==> config.mk <==
export PLATFORM = sky130hd
export DESIGN_NAME = parking_sensor_emulator
export DESIGN_NICKNAME = d
export VERILOG_FILES = /design/src/rtl/parking_sensor_emulator.sv
export SDC_FILE = /design/constraint.sdc
export NUM_CORES = 1
export LEC_CHECK = 0
export ABC_AREA = 1
export BUFFER_PORTS_ARGS = -buffer_cell sky130_fd_sc_hd__buf_2
export CAP_MARGIN = 40
export CORE_ASPECT_RATIO = 2
export CORE_UTILIZATION = 59
export DETAILED_ROUTE_END_ITERATION = 8
export HOLD_SLACK_MARGIN = 0.15
export PLACE_DENSITY = 0.83
export RECOVER_POWER = 100
export SKIP_LAST_GASP = 1
export SYNTH_ARGS = -nofsm -noshare
export SYNTH_HDL_FRONTEND = slang
export SYNTH_SLANG_ARGS = --single-unit
==> constraint.sdc <==
create_clock -name clk -period 4.5 [get_ports clk]
set_clock_uncertainty 0.15 [all_clocks]
set_input_delay 0.675 -clock clk [delete_from_list [all_inputs] [get_ports clk]]
set_output_delay 0.675 -clock clk [all_outputs]
set_load 0.005 [all_outputs]
==> src/rtl/parking_sensor_emulator.sv <==
// -----------------------------------------------------------------------------
// parking_sensor_emulator
//   Drives the two parking-gate photo-sensor lines with the Gray-coded beam
//   sequences produced by a car entering, exiting or balking. It also keeps
//   enter/exit tallies so that a display can be checked against them.
//
// Ports
//   clk          in   1      system clock, rising edge
//   reset        in   1      synchronous active-high reset
//   cmd_valid    in   1      command request
//   cmd          in   2      00 enter, 01 exit, 10 enter-balk, 11 exit-balk
//   cmd_ready    out  1      high in IDLE; accept on cmd_valid & cmd_ready
//   a            out  1      outer beam, 1 = blocked
//   b            out  1      inner beam, 1 = blocked
//   busy         out  1      sequence in progress
//   done         out  1      one-cycle completion pulse
//   entered_cnt  out  CNT_W  completed enters, wrapping
//   exited_cnt   out  CNT_W  completed exits, wrapping
// -----------------------------------------------------------------------------
module parking_sensor_emulator #(
  parameter int unsigned DWELL_CYCLES = 11,
  parameter int unsigned GAP_CYCLES   = 2,
  parameter int unsigned CNT_W        = 8
) (
  input  logic             clk,
  input  logic             reset,
  input  logic             cmd_valid,
  input  logic [1:0]       cmd,
  output logic             cmd_ready,
  output logic             a,
  output logic             b,
  output logic             busy,
  output logic             done,
  output logic [CNT_W-1:0] entered_cnt,
  output logic [CNT_W-1:0] exited_cnt
);

  localparam int unsigned DWELL_W = (DWELL_CYCLES > 1) ? $clog2(DWELL_CYCLES) : 1;
  localparam int unsigned GAP_W   = (GAP_CYCLES > 1) ? $clog2(GAP_CYCLES) : 1;
  localparam int unsigned PHASE_W = 3;

  typedef enum logic [1:0] {
    S_IDLE  = 2'd0,
    S_PHASE = 2'd1,
    S_GAP   = 2'd2
  } state_e;

  state_e             state_q, state_d;
  logic [PHASE_W-1:0] phase_q, phase_d;
  logic [DWELL_W-1:0] dwell_q, dwell_d;
  logic [GAP_W-1:0]   gap_q,   gap_d;
  logic [1:0]         cmd_q,   cmd_d;

  logic               a_q, a_d;
  logic               b_q, b_d;
  logic               busy_q, busy_d;
  logic               done_q, done_d;
  logic               ready_q, ready_d;
  logic [CNT_W-1:0]   ent_q, ent_d;
  logic [CNT_W-1:0]   ext_q, ext_d;

  // Beam pattern: exit sequences are the enter sequences with a and b swapped;
  // balks continue the same walk back out the way the car came in.
  function automatic logic [1:0] phase_ab(input logic [1:0] c,
                                          input logic [PHASE_W-1:0] p);
    logic [1:0] ab_enter;
    ab_enter = 2'b00;
    unique case (p)
      3'd0:    ab_enter = 2'b10;
      3'd1:    ab_enter = 2'b11;
      3'd2:    ab_enter = 2'b01;
      3'd3:    ab_enter = 2'b11;
      3'd4:    ab_enter = 2'b10;
      default: ab_enter = 2'b00;
    endcase
    return c[0] ? {ab_enter[0], ab_enter[1]} : ab_enter;
  endfunction

  // Index of the final phase: 3 phases for enter/exit, 5 for balks.
  function automatic logic [PHASE_W-1:0] last_phase(input logic [1:0] c);
    return c[1] ? PHASE_W'(4) : PHASE_W'(2);
  endfunction

  // State register and sequencing counters.
  always_ff @(posedge clk) begin
    if (reset) begin
      state_q <= S_IDLE;
      phase_q <= '0;
      dwell_q <= '0;
      gap_q   <= '0;
      cmd_q   <= 2'b00;
    end else begin
      state_q <= state_d;
      phase_q <= phase_d;
      dwell_q <= dwell_d;
      gap_q   <= gap_d;
      cmd_q   <= cmd_d;
    end
  end

  // Next-state logic.
  always_comb begin
    state_d = state_q;
    phase_d = phase_q;
    dwell_d = dwell_q;
    gap_d   = gap_q;
    cmd_d   = cmd_q;
    unique case (state_q)
      S_IDLE: begin
        if (cmd_valid) begin
          state_d = S_PHASE;
          phase_d = '0;
          dwell_d = '0;
          cmd_d   = cmd;
        end
      end
      S_PHASE: begin
        if (dwell_q == DWELL_W'(DWELL_CYCLES - 1)) begin
          dwell_d = '0;
          if (phase_q == last_phase(cmd_q)) begin
            state_d = S_GAP;
            gap_d   = '0;
          end else begin
            phase_d = phase_q + PHASE_W'(1);
          end
        end else begin
          dwell_d = dwell_q + DWELL_W'(1);
        end
      end
      S_GAP: begin
        if (gap_q == GAP_W'(GAP_CYCLES - 1)) begin
          state_d = S_IDLE;
        end else begin
          gap_d = gap_q + GAP_W'(1);
        end
      end
      default: state_d = S_IDLE;
    endcase
  end

  // Output logic: outputs are computed from the next state so that the
  // registered lines line up exactly with the state they describe.
  always_comb begin
    a_d     = 1'b0;
    b_d     = 1'b0;
    busy_d  = (state_d != S_IDLE);
    ready_d = (state_d == S_IDLE);
    done_d  = (state_q == S_GAP) && (state_d == S_IDLE);
    ent_d   = ent_q;
    ext_d   = ext_q;
    if (state_d == S_PHASE) begin
      {a_d, b_d} = phase_ab(cmd_d, phase_d);
    end
    if (done_d && (cmd_q == 2'b00)) begin
      ent_d = ent_q + CNT_W'(1);
    end
    if (done_d && (cmd_q == 2'b01)) begin
      ext_d = ext_q + CNT_W'(1);
    end
  end

  // Registered outputs.
  always_ff @(posedge clk) begin
    if (reset) begin
      a_q     <= 1'b0;
      b_q     <= 1'b0;
      busy_q  <= 1'b0;
      done_q  <= 1'b0;
      ready_q <= 1'b1;
      ent_q   <= '0;
      ext_q   <= '0;
    end else begin
      a_q     <= a_d;
      b_q     <= b_d;
      busy_q  <= busy_d;
      done_q  <= done_d;
      ready_q <= ready_d;
      ent_q   <= ent_d;
      ext_q   <= ext_d;
    end
  end

  assign a           = a_q;
  assign b           = b_q;
  assign busy        = busy_q;
  assign done        = done_q;
  assign cmd_ready   = ready_q;
  assign entered_cnt = ent_q;
  assign exited_cnt  = ext_q;

endmodule

==> results of run 1 <==
[sequential cells by signal, indices dropped and copies added, names as in the netlist]
signal and cells:
entered_cnt 8, exited_cnt 8, dwell_q 4, phase_q 3, cmd_q 2, state_q 2
a 1, b 1, busy 1, cmd_ready 1, done 1, gap_q 1
[through the flow]
step	power, mW	cells	instance area (µm²)
5_1_grt	0.568	266	1730
3_5_place_dp	0.343	258	1680
4_1_cts	0.552	266	1770
6_report	0.548	266	1730
2_1_floorplan	0.332	210	1540
3_3_place_gp	0.341	258	1680
[layout make-up]
type,count,area share [%]
Clock inverter,2,0.580
Clock buffer,6,4.21
Sequential cell,33,38.3
Multi-Input combinational cell,144,42.1
Tap cell,27,1.96
Inverter,29,6.31
Timing Repair Buffer,25,6.60
[cells in the mapped netlist, types with 2 or more instances]
cell	instances	area, µm²
sky130_fd_sc_hd__o21a_1	2	15.0
sky130_fd_sc_hd__xor2_1	4	35.0
sky130_fd_sc_hd__inv_1	28	105
sky130_fd_sc_hd__nor2_2	6	37.5
sky130_fd_sc_hd__nor2_1	26	97.6
sky130_fd_sc_hd__nor3_2	2	20.0
sky130_fd_sc_hd__dfxtp_1	33	661
sky130_fd_sc_hd__o21ai_0	8	40.0
sky130_fd_sc_hd__o21ai_1	2	10.0
sky130_fd_sc_hd__nor3_1	9	45.0
sky130_fd_sc_hd__a31oi_1	2	12.5
sky130_fd_sc_hd__ha_1	5	62.6
sky130_fd_sc_hd__nand2_1	37	139
sky130_fd_sc_hd__clkbuf_1	3	11.3
sky130_fd_sc_hd__nand3_1	13	65.1
sky130_fd_sc_hd__nand4_1	4	25.0
sky130_fd_sc_hd__a21oi_1	15	75.1
[metal layers]
| metal | vias up | wire [µm] |
|---|---|---|
| met4 | 0 | 102 |
| met2 | 44 | 1930 |
| met3 | 10 | 152 |
| li1 | 736 | - |
| met1 | 686 | 1210 |
| met5 | - | 0 |
[worst min-delay path: stages, from the launching register on]
cell and delay (ps):
sky130_fd_sc_hd__dfxtp_1 340, sky130_fd_sc_hd__nand2_1 70, sky130_fd_sc_hd__a21oi_1 60
[power groups by stage]
stage          clock [mW]  sequential, mW  combinational, mW
4_1_cts             0.215           0.303             0.0345
3_5_place_dp            0           0.309             0.0338
2_1_floorplan           0           0.309             0.0231
6_report            0.212           0.303             0.0331
5_1_grt             0.228           0.303             0.0369
3_3_place_gp            0           0.309             0.0325
[worst max path at each step]
stage,from,end,slack [ps]
after detailed placement,state_q[1]$_SDFF_PP0_,entered_cnt[4]$_SDFFE_PP0P_,2580
final,state_q[1]$_SDFF_PP0_,entered_cnt[4]$_SDFFE_PP0P_,2070
after floorplan,cmd_valid,a$_SDFF_PP0_,2860
after global routing,state_q[1]$_SDFF_PP0_,entered_cnt[4]$_SDFFE_PP0P_,1770
after CTS,state_q[1]$_SDFF_PP0_,entered_cnt[4]$_SDFFE_PP0P_,2540
after global placement,cmd_valid,a$_SDFF_PP0_,2620
[kinds of logic (layout without fill, tap and decap cells)]
| kind of cell | after synthesis | count (layout) | share of synthesized area [%] |
|---|---|---|---|
| AOI/OAI and AO/OA | 30 | 30 | 10.4 |
| xor gates and xnor gates | 5 | 5 | 2.84 |
| adders and majority gates | 5 | 5 | 4.05 |
| buffers and inverters | 33 | 62 | 8.27 |
| DFF | 33 | 33 | 42.8 |
| and+or+nand+nor | 104 | 104 | 31.7 |
==> results.txt, run 1 <==
----------------------------------------------------
[Outcome]
  Outcome ... finished clean

[Synth]
  Count of flip-flops with a built-in enable after synthesis ... 0
  Post-Synthesis Net Count ... 220
  Count of cell types in the netlist ... 28
  Register bit total from synthesis ... 33
  Count of synthesis-stage warnings from yosys ... 0
  Sequential area share after synthesis ... a little over two fifths
  Post-Synthesis Cells ... 210
  Area of the mapped netlist ... 1540 µm²
  Post-Syn Area per Cell ... 7.35 µm²
  Share of flip-flops with an asynchronous set or reset after synthesis ... 0%
  Top FF cell, synth ... sky130_fd_sc_hd__dfxtp_1

[Min path]
  Hold/Removal Path Class ... flop to flop
  Worst hold path cell count ... 2
  Destination of the worst hold path ... dwell_q[1]$_SDFFE_PP0P_
  Startpoint of the most critical hold path ... dwell_q[1]$_SDFFE_PP0P_

[Routing]
  Total via count in the routed design ... 1476
  Routed wire length ... 3400 µm
  Initial DRC Count ... 44
  Length of the first detailed-routing pass in iterations ... 4
  Detail-routed via count per cell ... 5.55
  Final routed DRC violation total ... 0
  Post-DR wirelength/cell ... 12.8 µm
  Residual antenna-violating net count after detailed routing ... 0

[Setup path]
  Startpoint Class ... flop
  Worst path buffer plus inverter count ... 1
  Kind of critical path ... flop to flop
  Cell count of the worst reg-to-reg path ... 9
  Logic depth of the worst path, buffers included ... 9
  R2R Path Start ... state_q[1]$_SDFF_PP0_
  Arrival time at the worst endpoint ... 2450 ps
  Reg2reg end ... entered_cnt[4]$_SDFFE_PP0P_
  Delay-heaviest family, CP ... simple AND/OR/NAND/NOR gates
  Setup slack, reg-to-reg ... between 2000 and 2500 ps
  Worst Path Required ... 4530 ps
  Library cell contributing the largest single delay on the critical path ... sky130_fd_sc_hd__nor3_1
  Maximum single-stage delay on the critical path ... 860 ps
  List of cells traversed by the critical path ... inv_1, nor2_1, nand2_1, nor3_1, nand2_1, nor2_1, nand2_1, o21ai_0, a21oi_1
  Critical path endpoint category ... flop
  Critical path's most frequent cell ... sky130_fd_sc_hd__nand2_1
  Worst Path Max Fanout ... 12

[STA]
  Count of final setup violators ... 0
  Final total negative setup slack ... 0 ps
  RSZ-0062 raised after global routing ... no
  Post-route worst hold slack ... 367 ps
  Number of pins exceeding their max-slew limit in the final report ... 0
  Slew of the pin with the lowest slew margin ... 1110 ps
  Total count of hold-check failures in the final report ... 0
  Clock period minus worst slack ... 2430 ps
  Worst rel slew slack ... 25.3%
  Share of the clock period used by the worst path after layout ... 54.0%
  Highest achievable clock rate ... 412 MHz
  Slack of the critical path ... a little over 2000 ps

[Floorplan]
  Die width ... 38.2 µm
  Core Box Area ... 2410 µm²
  Die Y ... between 70 and 80 µm
  # IOs ... 26
  Initial cell density of the core ... between 60 and 70%
  Die ar. ... between 2000 and 3000 µm²
  Std-Cell Rows ... 25

[Placement]
  Estimated wirelength of the detail-placed design ... 2520 µm
  Gp weighted congestion ... 0.757
  Worst-case setup slack after placement ... 2580 ps
  Port-buffer cells ... 25

[Final layout]
  Total number of nets in the final design ... 248
  Sequential standard cell area ... approximately 660 µm²
  Area occupied by multi-input gates ... roughly 730 µm²
  Util after Layout ... 71.6%
  Fraction of final layout cells with drive strength greater than 1 ... 10.9%
  Diodes inserted ... 0
  Commonest non-fill, non-tap cells in the layout ... sky130_fd_sc_hd__nand2_1 (37), sky130_fd_sc_hd__dfxtp_1 (33), sky130_fd_sc_hd__nor2_1 (30)
  Leading cell type in the layout, fill and taps excluded ... sky130_fd_sc_hd__nand2_1
  Number of fill cells in the layout ... 220
  Synthesis-to-layout area growth ... 11.8%

[Pwr]
  Logic gate share of total power ... 6.0%
  Leakage power ... 0.762 nW
  Sequential group share of total power ... 55.2%
  Net Sw Power ... 0.132 mW
  Power per cell area ... 317 nW/µm²
  Internal power component ... 0.416 mW
  Peak supply drop ... 0.283 mV
  Clock power frac ... 38.7%
  Switch share ... 24.1%

[Global routing]
  First-pass GRT wire length ... 5310 µm
  Global routing usage on met2 ... 50.1%
  GR Layer Usage met3 ... approximately 8.4%
  Grt met1 use ... 21.9%
  Overall routing resource usage ... 27.0%
  Antenna violations before repair ... 0
  Congestion Overflow GR ... 0
  Most Used Layer, Global Route ... met2
  Number of global-route vias before repair ... 1381
  Pin count of the biggest net entering global routing ... 19

[Clocking]
  Count of clock tree sinks ... 33
  Clock tree root buffer cell ... sky130_fd_sc_hd__clkbuf_8
  CTS H-tree lvls ... 2
  Number of post-CTS setup repair buffers ... 0
  TritonCTS clock tree ... done
  Clock slew at reported path FFs ... 70 ps
  CTS Buf Count ... 5
  Number of buffers on the longest clock path ... 2
  Count of instances resized after the clock tree is built ... 0
  Later-pin clock latency in the skew report ... 290 ps
  Post-CTS Hold Fix Bufs ... 0

[Run]
  Number of max-cap violations ... 0

----------------------------------------------------
Note: power is estimated with default switching activity, not from simulation.
==> inputs of run 2 (changes only) <==
--- a/config.mk
+++ b/config.mk
@@ -9,10 +9,10 @@
 export BUFFER_PORTS_ARGS = -buffer_cell sky130_fd_sc_hd__buf_2
 export CAP_MARGIN = 40
 export CORE_ASPECT_RATIO = 2
-export CORE_UTILIZATION = 59
+export CORE_UTILIZATION = 49
 export DETAILED_ROUTE_END_ITERATION = 8
 export HOLD_SLACK_MARGIN = 0.15
-export PLACE_DENSITY = 0.83
+export PLACE_DENSITY = 0.74
 export RECOVER_POWER = 100
 export SKIP_LAST_GASP = 1
 export SYNTH_ARGS = -nofsm -noshare
==> constraint.sdc (replaced) <==
create_clock -name clk -period 2.2 [get_ports clk]
set_clock_uncertainty 0.15 [all_clocks]
set_input_delay 0.33 -clock clk [delete_from_list [all_inputs] [get_ports clk]]
set_output_delay 0.33 -clock clk [all_outputs]
set_load 0.005 [all_outputs]
==> results.txt, run 2 (synthesized netlist as in run 1, its figures left out) <==
----------------------------------------------------
[Pwr]
  Power per cell area ... 674 nW/µm² (+110%)
  Total Power Consumption ... 1.20 mW (+120%)
  Peak supply drop ... 0.520 mV (+84%)
  Leakage power ... 0.775 nW (+1.7%)

[Clocking]
  CTS H-tree lvls ... 2 (unchanged)
  Count of instances resized after the clock tree is built ... 0 (unchanged)
  Number of buffers on the longest clock path ... 2 (unchanged)
  Post-CTS Hold Fix Bufs ... 0 (unchanged)
  TritonCTS clock tree ... done
  Count of clock tree sinks ... 33 (unchanged)
  Later-pin clock latency in the skew report ... 280 ps (about the same)
  Clock slew at reported path FFs ... 70 ps (about the same)
  Number of post-CTS setup repair buffers ... 0 (unchanged)
  Clock tree root buffer cell ... sky130_fd_sc_hd__clkbuf_8
  CTS Buf Count ... 5 (unchanged)

[Setup path]
  Startpoint Class ... flop
  Critical path's most frequent cell ... sky130_fd_sc_hd__nand2_1
  Delay-heaviest family, CP ... simple AND/OR/NAND/NOR gates
  Critical path endpoint category ... flop
  Maximum single-stage delay on the critical path ... 370 ps (-490 ps)
  List of cells traversed by the critical path ... inv_1, nor2_1, nand2_1, nor3_2, nand2_1, nor2_1, nand2_1, o21ai_0, a21oi_1
  Worst Path Required ... 2230 ps (-2300 ps)
  Library cell contributing the largest single delay on the critical path ... sky130_fd_sc_hd__dfxtp_1
  Arrival time at the worst endpoint ... 1870 ps (-580 ps)
  Worst Path Max Fanout ... 7 (-5)
  Worst path buffer plus inverter count ... 1 (unchanged)
  Kind of critical path ... flop to flop

[STA]
  Slack of the critical path ... 359 ps (-1710 ps)
  Clock period minus worst slack ... 1840 ps (-587 ps)
  Total count of hold-check failures in the final report ... 0 (unchanged)
  Final total negative setup slack ... 0 ps (unchanged)
  Count of final setup violators ... 0 (unchanged)
  Share of the clock period used by the worst path after layout ... 83.7% (+30 points)
  Number of pins exceeding their max-slew limit in the final report ... 0 (unchanged)
  RSZ-0062 raised after global routing ... no
  Slew of the pin with the lowest slew margin ... 424 ps (-687 ps)
  Post-route worst hold slack ... 175 ps (-191 ps)
  Worst rel slew slack ... 71.4% (+46 points)
  Highest achievable clock rate ... 543 MHz (+32%)

[Floorplan]
  Core Box Area ... 2980 µm² (+24%)
  Die ar. ... 3390 µm² (+20%)
  Std-Cell Rows ... 28 (+12%)
  Die Y ... 81.4 µm (+9.5%)
  Initial cell density of the core ... 51.8% (-12 points)
  Die width ... 41.7 µm (+9.2%)
  # IOs ... 26 (unchanged)

[Final layout]
  Number of fill cells in the layout ... 292 (+33%)
  Synthesis-to-layout area growth ... 14.8%
  Leading cell type in the layout, fill and taps excluded ... sky130_fd_sc_hd__nand2_1
  Diodes inserted ... 0 (unchanged)
  Util after Layout ... 59.5% (-12 points)
  Fin cells ... 271 (+1.9%)
  Final instance area ... 1770 µm² (+2.8%)
  Total number of nets in the final design ... 250 (+0.81%)
  Fraction of final layout cells with drive strength greater than 1 ... 12.0% (+1.2 points)
  Commonest non-fill, non-tap cells in the layout ... sky130_fd_sc_hd__nand2_1 (37), sky130_fd_sc_hd__dfxtp_1 (33), sky130_fd_sc_hd__nor2_1 (31)

[Routing]
  Post-DR wirelength/cell ... 12.5 µm (-1.9%)
  Routed wire length ... 3390 µm (about the same)
  Initial DRC Count ... 29 (-34%)
  Residual antenna-violating net count after detailed routing ... 0 (unchanged)
  Final routed DRC violation total ... 0 (unchanged)
  Total via count in the routed design ... 1436 (-2.7%)
  Length of the first detailed-routing pass in iterations ... 4 (unchanged)
  Detail-routed via count per cell ... 5.30 (-4.5%)

[Global routing]
  Overall routing resource usage ... 21.9% (-5.1 points)
  Congestion Overflow GR ... 0 (unchanged)
  Number of global-route vias before repair ... 1352 (-2.1%)
  First-pass GRT wire length ... 5640 µm (+6.2%)
  Pin count of the biggest net entering global routing ... 18 (-1)
  Antenna violations before repair ... 0 (unchanged)

[Placement]
  Estimated wirelength of the detail-placed design ... 2530 µm (+0.19%)
  Gp weighted congestion ... 0.852 (+13%)
  Port-buffer cells ... 25 (unchanged)
  DP Cell Count ... 263 (+1.9%)
  Placed inst area ... 1700 µm² (+1.1%)
  Worst-case setup slack after placement ... 452 ps (-2130 ps)

[Outcome]
  Outcome ... finished clean

[Run]
  Number of max-cap violations ... 0 (unchanged)

[Min path]
  Hold/Removal Path Class ... input port to flop

----------------------------------------------------
run 2: tightest hold or removal path, cell delays in order:
cell	delay, ps
sky130_fd_sc_hd__buf_2	70
sky130_fd_sc_hd__o21ai_0	70
sky130_fd_sc_hd__a21oi_1	100
run 2: layout make-up:
class	instances	area [µm²]	share of cell area [%]
Clock buffer	7	96.3	5.43
Tap cell	30	37.5	2.12
Clock inverter	1	5.00	0.282
Inverter	29	109	6.14
Multi-Input combinational cell	144	738	41.6
Sequential cell	33	661	37.3
Timing Repair Buffer	27	126	7.13
run 2: path summary, 6_finish.rpt:
path / from / end / slack [ps] / cells past startpoint
worst max-delay path: state_q[1]$_SDFF_PP0_ / entered_cnt[4]$_SDFFE_PP0P_ / 360 / 9
worst min-delay path: cmd[1] / cmd_q[1]$_SDFFE_PP0P_ / 180 / 3
worst max register to register: state_q[1]$_SDFF_PP0_ / entered_cnt[4]$_SDFFE_PP0P_ / 360 / 9
worst min register to register: entered_cnt[7]$_SDFFE_PP0P_ / entered_cnt[7]$_SDFFE_PP0P_ / 350 / 2
run 2: routing by layer:
layer,vias to the layer above,wire (µm),global-route usage (%)
li1,734,-,-
met1,667,1300,20.6
met2,25,1900,42.7
met3,10,80,4.22
met4,0,111,11.9
met5,-,0,0
run 2: where the power goes:
part | switching, mW | leakage, nW | internal, mW | total, mW
Sequential | 0.00820 | 0.268 | 0.610 | 0.619
Combinational | 0.0475 | 0.453 | 0.0220 | 0.0695
Clock | 0.225 | 0.0542 | 0.283 | 0.508
Total | 0.280 | 0.775 | 0.915 | 1.20
